$ cat config.mk
export PLATFORM = sky130hd
export DESIGN_NAME = seq_generator_flat
export DESIGN_NICKNAME = d
export VERILOG_FILES = /design/src/rtl/seq_generator_if.sv /design/src/rtl/seq_generator.sv /design/src/flat_wrapper.sv
export SDC_FILE = /design/constraint.sdc
export NUM_CORES = 1
export LEC_CHECK = 0
export CAP_MARGIN = 20
export CORE_ASPECT_RATIO = 0.7
export CORE_MARGIN = 2
export CORE_UTILIZATION = 54
export CTS_BUF_LIST = sky130_fd_sc_hd__clkbuf_8 sky130_fd_sc_hd__clkbuf_16
export DETAILED_ROUTE_END_ITERATION = 10
export PLACE_DENSITY = 0.78
export SLEW_MARGIN = 20
export SYNTH_ARGS = -nofsm -noshare
export SYNTH_HDL_FRONTEND = slang
export SYNTH_SLANG_ARGS = --single-unit
export TNS_END_PERCENT = 100
$ cat constraint.sdc
create_clock -name clk -period 2.9 [get_ports clk]
set_input_delay 0.435 -clock clk [delete_from_list [all_inputs] [get_ports clk]]
set_output_delay 0.435 -clock clk [all_outputs]
set_load 0.02 [all_outputs]
$ cat src/rtl/seq_generator_if.sv
// seq_generator handshake/bus bundle.
// Master drives the request side, slave returns the serial stream.
interface seq_generator_if #(
  parameter int PAT_W = 6
);
  logic             start;
  logic             use_def;
  logic [PAT_W-1:0] pat_in;
  logic [3:0]       rep;
  logic [2:0]       gap;
  logic             abort;
  logic             ready;
  logic             x;
  logic             x_valid;
  logic             done;

  modport master (
    output start,
    output use_def,
    output pat_in,
    output rep,
    output gap,
    output abort,
    input  ready,
    input  x,
    input  x_valid,
    input  done
  );

  modport slave (
    input  start,
    input  use_def,
    input  pat_in,
    input  rep,
    input  gap,
    input  abort,
    output ready,
    output x,
    output x_valid,
    output done
  );
endinterface

$ cat src/rtl/seq_generator.sv
// Serial pattern generator: sends a captured pattern MSB first,
// rep times with gap idle cycles between, then a one-cycle done.
module seq_generator #(
  parameter int             PAT_W   = 6,
  parameter logic [PAT_W-1:0] PAT_DEF = 6'b110011
) (
  input  logic           clk,
  input  logic           reset,
  seq_generator_if.slave bus
);

  localparam int IW = (PAT_W > 2) ? $clog2(PAT_W) : 1;
  localparam logic [IW-1:0] LAST = IW'(PAT_W - 1);

  typedef enum logic [1:0] {
    IDLE,
    SEND,
    GAP,
    FIN
  } state_t;

  state_t           state;
  logic [PAT_W-1:0] pat_q;
  logic [PAT_W-1:0] sh_q;
  logic [IW-1:0]    bit_idx;
  logic [3:0]       rep_left;
  logic [2:0]       gap_q;
  logic [2:0]       gap_cnt;

  logic [PAT_W-1:0] pat_sel;
  logic [3:0]       rep_sel;

  assign pat_sel = bus.use_def ? PAT_DEF : bus.pat_in;
  assign rep_sel = (bus.rep == 4'd0) ? 4'd1 : bus.rep;

  always_ff @(posedge clk) begin
    if (reset) begin
      state       <= IDLE;
      pat_q       <= '0;
      sh_q        <= '0;
      bit_idx     <= '0;
      rep_left    <= '0;
      gap_q       <= '0;
      gap_cnt     <= '0;
      bus.ready   <= 1'b1;
      bus.x       <= 1'b0;
      bus.x_valid <= 1'b0;
      bus.done    <= 1'b0;
    end else begin
      unique case (state)
        IDLE: begin
          bus.done <= 1'b0;
          // abort wins over a same-cycle start
          if (bus.start && !bus.abort) begin
            state       <= SEND;
            pat_q       <= pat_sel;
            sh_q        <= pat_sel << 1;
            bit_idx     <= LAST;
            rep_left    <= rep_sel - 4'd1;
            gap_q       <= bus.gap;
            gap_cnt     <= '0;
            bus.ready   <= 1'b0;
            bus.x       <= pat_sel[PAT_W-1];
            bus.x_valid <= 1'b1;
          end
        end

        SEND: begin
          if (bus.abort) begin
            state       <= IDLE;
            bus.ready   <= 1'b1;
            bus.x       <= 1'b0;
            bus.x_valid <= 1'b0;
          end else if (bit_idx != '0) begin
            bit_idx <= bit_idx - 1'b1;
            sh_q    <= sh_q << 1;
            bus.x   <= sh_q[PAT_W-1];
          end else if (rep_left != 4'd0) begin
            rep_left <= rep_left - 4'd1;
            if (gap_q != 3'd0) begin
              state       <= GAP;
              gap_cnt     <= gap_q - 3'd1;
              bus.x       <= 1'b0;
              bus.x_valid <= 1'b0;
            end else begin
              // back-to-back repetition, no bubble
              bit_idx <= LAST;
              sh_q    <= pat_q << 1;
              bus.x   <= pat_q[PAT_W-1];
            end
          end else begin
            state       <= FIN;
            bus.done    <= 1'b1;
            bus.x       <= 1'b0;
            bus.x_valid <= 1'b0;
          end
        end

        GAP: begin
          if (bus.abort) begin
            state       <= IDLE;
            bus.ready   <= 1'b1;
            bus.x       <= 1'b0;
            bus.x_valid <= 1'b0;
          end else if (gap_cnt == 3'd0) begin
            state       <= SEND;
            bit_idx     <= LAST;
            sh_q        <= pat_q << 1;
            bus.x       <= pat_q[PAT_W-1];
            bus.x_valid <= 1'b1;
          end else begin
            gap_cnt <= gap_cnt - 3'd1;
          end
        end

        FIN: begin
          // done is already committed; abort has no effect here
          state     <= IDLE;
          bus.done  <= 1'b0;
          bus.ready <= 1'b1;
        end

        default: begin
          state       <= IDLE;
          bus.ready   <= 1'b1;
          bus.x       <= 1'b0;
          bus.x_valid <= 1'b0;
          bus.done    <= 1'b0;
        end
      endcase
    end
  end

endmodule

$ cat src/flat_wrapper.sv
// flat-port wrapper written by rule: the top's interface ports become plain ports
module seq_generator_flat 
#(
  parameter int             PAT_W   = 6,
  parameter logic [PAT_W-1:0] PAT_DEF = 6'b110011
)
  (clk, reset, bus_start, bus_use_def, bus_pat_in, bus_rep, bus_gap, bus_abort, bus_ready, bus_x, bus_x_valid, bus_done);
  seq_generator_if #(.PAT_W(PAT_W)) bus_i ();
  input  logic clk;
  input  logic reset;
  input wire logic [$bits(bus_i.start)-1:0] bus_start;
  input wire logic [$bits(bus_i.use_def)-1:0] bus_use_def;
  input wire logic [$bits(bus_i.pat_in)-1:0] bus_pat_in;
  input wire logic [$bits(bus_i.rep)-1:0] bus_rep;
  input wire logic [$bits(bus_i.gap)-1:0] bus_gap;
  input wire logic [$bits(bus_i.abort)-1:0] bus_abort;
  output wire logic [$bits(bus_i.ready)-1:0] bus_ready;
  output wire logic [$bits(bus_i.x)-1:0] bus_x;
  output wire logic [$bits(bus_i.x_valid)-1:0] bus_x_valid;
  output wire logic [$bits(bus_i.done)-1:0] bus_done;
  assign bus_i.start = bus_start;
  assign bus_i.use_def = bus_use_def;
  assign bus_i.pat_in = bus_pat_in;
  assign bus_i.rep = bus_rep;
  assign bus_i.gap = bus_gap;
  assign bus_i.abort = bus_abort;
  assign bus_ready = bus_i.ready;
  assign bus_x = bus_i.x;
  assign bus_x_valid = bus_i.x_valid;
  assign bus_done = bus_i.done;
  seq_generator #(.PAT_W(PAT_W), .PAT_DEF(PAT_DEF)) u_core (.clk(clk), .reset(reset), .bus(bus_i));
endmodule
==> impl_metrics.ini <==
[status]
outcome = complete, no violations

[cts]
root_buffer = clkbuf_8
cts-hold-fix-buffers = 0
cts_max_level = 2
cts_buffers = 5
cts.sinks = 30
cts.repair.resized = 0
postCtsSetupRepairBufs = 0
ctsLongestPathBuffers = 2
clkTransAtPathRegs_ns = 0.07
insertion_delay_ns = 0.29
cts_tree = done

[routing]
drtPass1Iterations = 5
detail_route.vias_per_cell = 6.183
met3WireLength_um = 228
route.met2.wl_um = 1954
vias = 1657
top_layer = met4
wl_per_cell_um = 16.50
met1Wirelength_um = 2163
wirelength_um = 4421
drt_iter0_markers = 120
ant_nets = 0
drc = 0

[setup_path]
critPathKind = reg -> reg
r2r_start = u_core.state[1]
cp-start-kind = register
critPathCaptureType = register
worstPathMaxFanout = 15
cp.arrival_ns = 2.39
required_ns = 3.05
critical_path.startpoint = u_core.state[1]

[sta]
finalCritPeriodShare_pct = 77.31
drv_slew = 0
relSlewSlack_pct = 61.91
finClkSkew_ns = 0.004833
worst_pin_slew_ns = 0.5695
max_freq_ghz = 0.4461
hold_violations = 0
period_minus_slack_ns = 2.242
rsz0062_at_grt = no
finalSetupViolCount = 0
setup_slack_ns = 0.6581
fin_tns_setup_ns = 0

[place]
port_buffers = 21
dp_hpwl_um = 3223
place_congestion = 0.9265
place_ws_ns = 0.6789

[grt]
grt_max_degree = 17
track_usage_pct = 26.22
overflow = 0
antenna_found_initial = 0
grt_pass1_vias = 1585
grt_pass1_wl_um = 7334

[cells_and_area]
final_util_pct = 70.14
diodes = 0
fill_cells = 247
nets = 256
layout-drive-gt1-share_pct = 6.897
area_growth_pct = 19.88

[flow_run]
maxCapViolations = 0

[power_and_ir_drop]
leakage_nw = 0.7441
power_density_nw_per_um2 = 653.0
ir_drop_mv = 0.4781
p_total_mw = 1.320

[yosys]
synth-edff-count = 0
synth_cell_types = 39
synthArstFlopShare_pct = 0
syn-num-nets = 234
syn_inst = 209
synth_flop_cell = dfxtp_1
ys_ff_latch = 30
syn_area_per_cell_um2 = 8.070
yosysWarnings = 0
synth_area_um2 = 1687
yosysSeqAreaShare_pct = 35.61

[floorplanning]
ios = 22
core_area_um2 = 2883
die-area_um2 = 3594
num_rows = 16
die_height_um = 50.76
die_w_um = 70.80
initial_core_util_pct = 58.51

[worst_hold_path]
hold_class = reg -> reg
min_from = u_core.pat_q[2]
cell families after synthesis:
logic type,after synthesis,share of synthesized area (%)
simple gates,94,28.34
compound gates,51,20.03
flops,30,35.61
buf+inv,15,3.783
mux,11,6.528
fa+ha+maj,7,5.193
xor+xnor,1,0.5194
path summary, 6_finish.rpt:
kind / cells after the start / to / slack, ns
worst max-delay path: 8 / u_core.rep_left[2] / 0.66
worst min-delay path: 2 / u_core.pat_q[2] / 0.47
worst max register to register: 8 / u_core.rep_left[2] / 0.66
worst min register to register: 2 / u_core.pat_q[2] / 0.47
Yosys cell counts, types with 2 or more instances:
| cell | n | area, µm² |
|---|---|---|
| dfxtp_1 | 30 | 600.6 |
| nand2_1 | 22 | 82.58 |
| nor2_1 | 21 | 78.83 |
| nor3_1 | 15 | 75.07 |
| a21oi_1 | 14 | 70.07 |
| mux2i_1 | 11 | 110.1 |
| clkbuf_1 | 10 | 37.54 |
| o21ai_0 | 9 | 45.04 |
| ha_1 | 7 | 87.58 |
| a31oi_1 | 6 | 37.54 |
| nand2b_1 | 6 | 37.54 |
| nand3_1 | 5 | 25.02 |
| nor2b_1 | 5 | 31.28 |
| a211oi_1 | 4 | 30.03 |
| inv_1 | 4 | 15.01 |
| o211ai_1 | 4 | 30.03 |
| a22oi_1 | 3 | 22.52 |
| and3b_1 | 3 | 26.28 |
| nand3b_1 | 3 | 22.52 |
| nand4_1 | 3 | 18.77 |
| or3_1 | 3 | 18.77 |
| nor4_1 | 2 | 12.51 |
| o31ai_1 | 2 | 15.01 |
| or3b_1 | 2 | 17.52 |
power by group:
| group | internal (mW) | total (mW) | switching [mW] |
|---|---|---|---|
| clock network | 0.188 | 0.351 | 0.163 |
| registers | 0.467 | 0.510 | 0.0428 |
| logic | 0.194 | 0.460 | 0.265 |
layout make-up:
class / count / area, µm² / area share, %
multi-input cells: 164 / 1022 / 50.56
flip-flops and latches: 30 / 600.6 / 29.70
repair buffers: 26 / 247.7 / 12.25
clock buffers: 6 / 82.58 / 4.084
well taps: 36 / 45.04 / 2.228
inverters: 4 / 15.01 / 0.7426
clock inverters: 2 / 8.758 / 0.4332
layer usage:
| metal | vias to the layer above | track usage (%) |
|---|---|---|
| met4 | 0 | 8.491 |
| met2 | 53 | 43.30 |
| li1 | 815 | - |
| met1 | 781 | 34.07 |
| met3 | 8 | 6.024 |
| met5 | - | 0 |
critical path, stage by stage, from the launching register on:
cell and delay (ns):
dfxtp_1 0.38, inv_1 0.10, ha_1 0.38, buf_4 0.27, o31ai_1 0.41, ha_1 0.27
nand4_1 0.09, nand3b_1 0.11, a31oi_1 0.08
cell usage in the layout, fill, tap and decap left out, types with 2 or more instances in the layout:
master	count
nor2_1	21
o31ai_1	2
nand2b_1	6
buf_4	5
a211oi_1	4
nand3_1	5
nand2_1	22
nor3_1	15
inv_1	5
mux2i_1	11
nand3b_1	3
a31oi_1	6
ha_1	7
nor4_1	2
dfxtp_1	30
or3_1	3
a22oi_1	3
o21ai_0	9
nor2b_1	5
or3b_1	2
o211ai_1	4
and3b_1	3
clkdlybuf4s50_1	21
a21oi_1	14
clkbuf_8	6
nand4_1	3
registers in the layout, indices dropped and copies added, names as in the netlist:
register	flops
u_core.pat_q	6
u_core.bus.ready	1
u_core.gap_cnt	3
u_core.bus.done	1
u_core.rep_left	4
u_core.state	2
u_core.bit_idx	3
u_core.sh_q	5
u_core.bus.x_valid	1
u_core.gap_q	3
u_core.bus.x	1
stage by stage:
stage / instance area, µm² / hold slack, ns / instances
3_5_place_dp: 1931 / 0.4515 / 260
5_1_grt: 2022 / 0.5085 / 268
4_1_cts: 2022 / 0.4655 / 268
2_1_floorplan: 1687 / 0.4329 / 209
6_report: 2022 / 0.4733 / 268
3_3_place_gp: 1931 / 0.4449 / 260
Power figures use the tool's default switching activity.
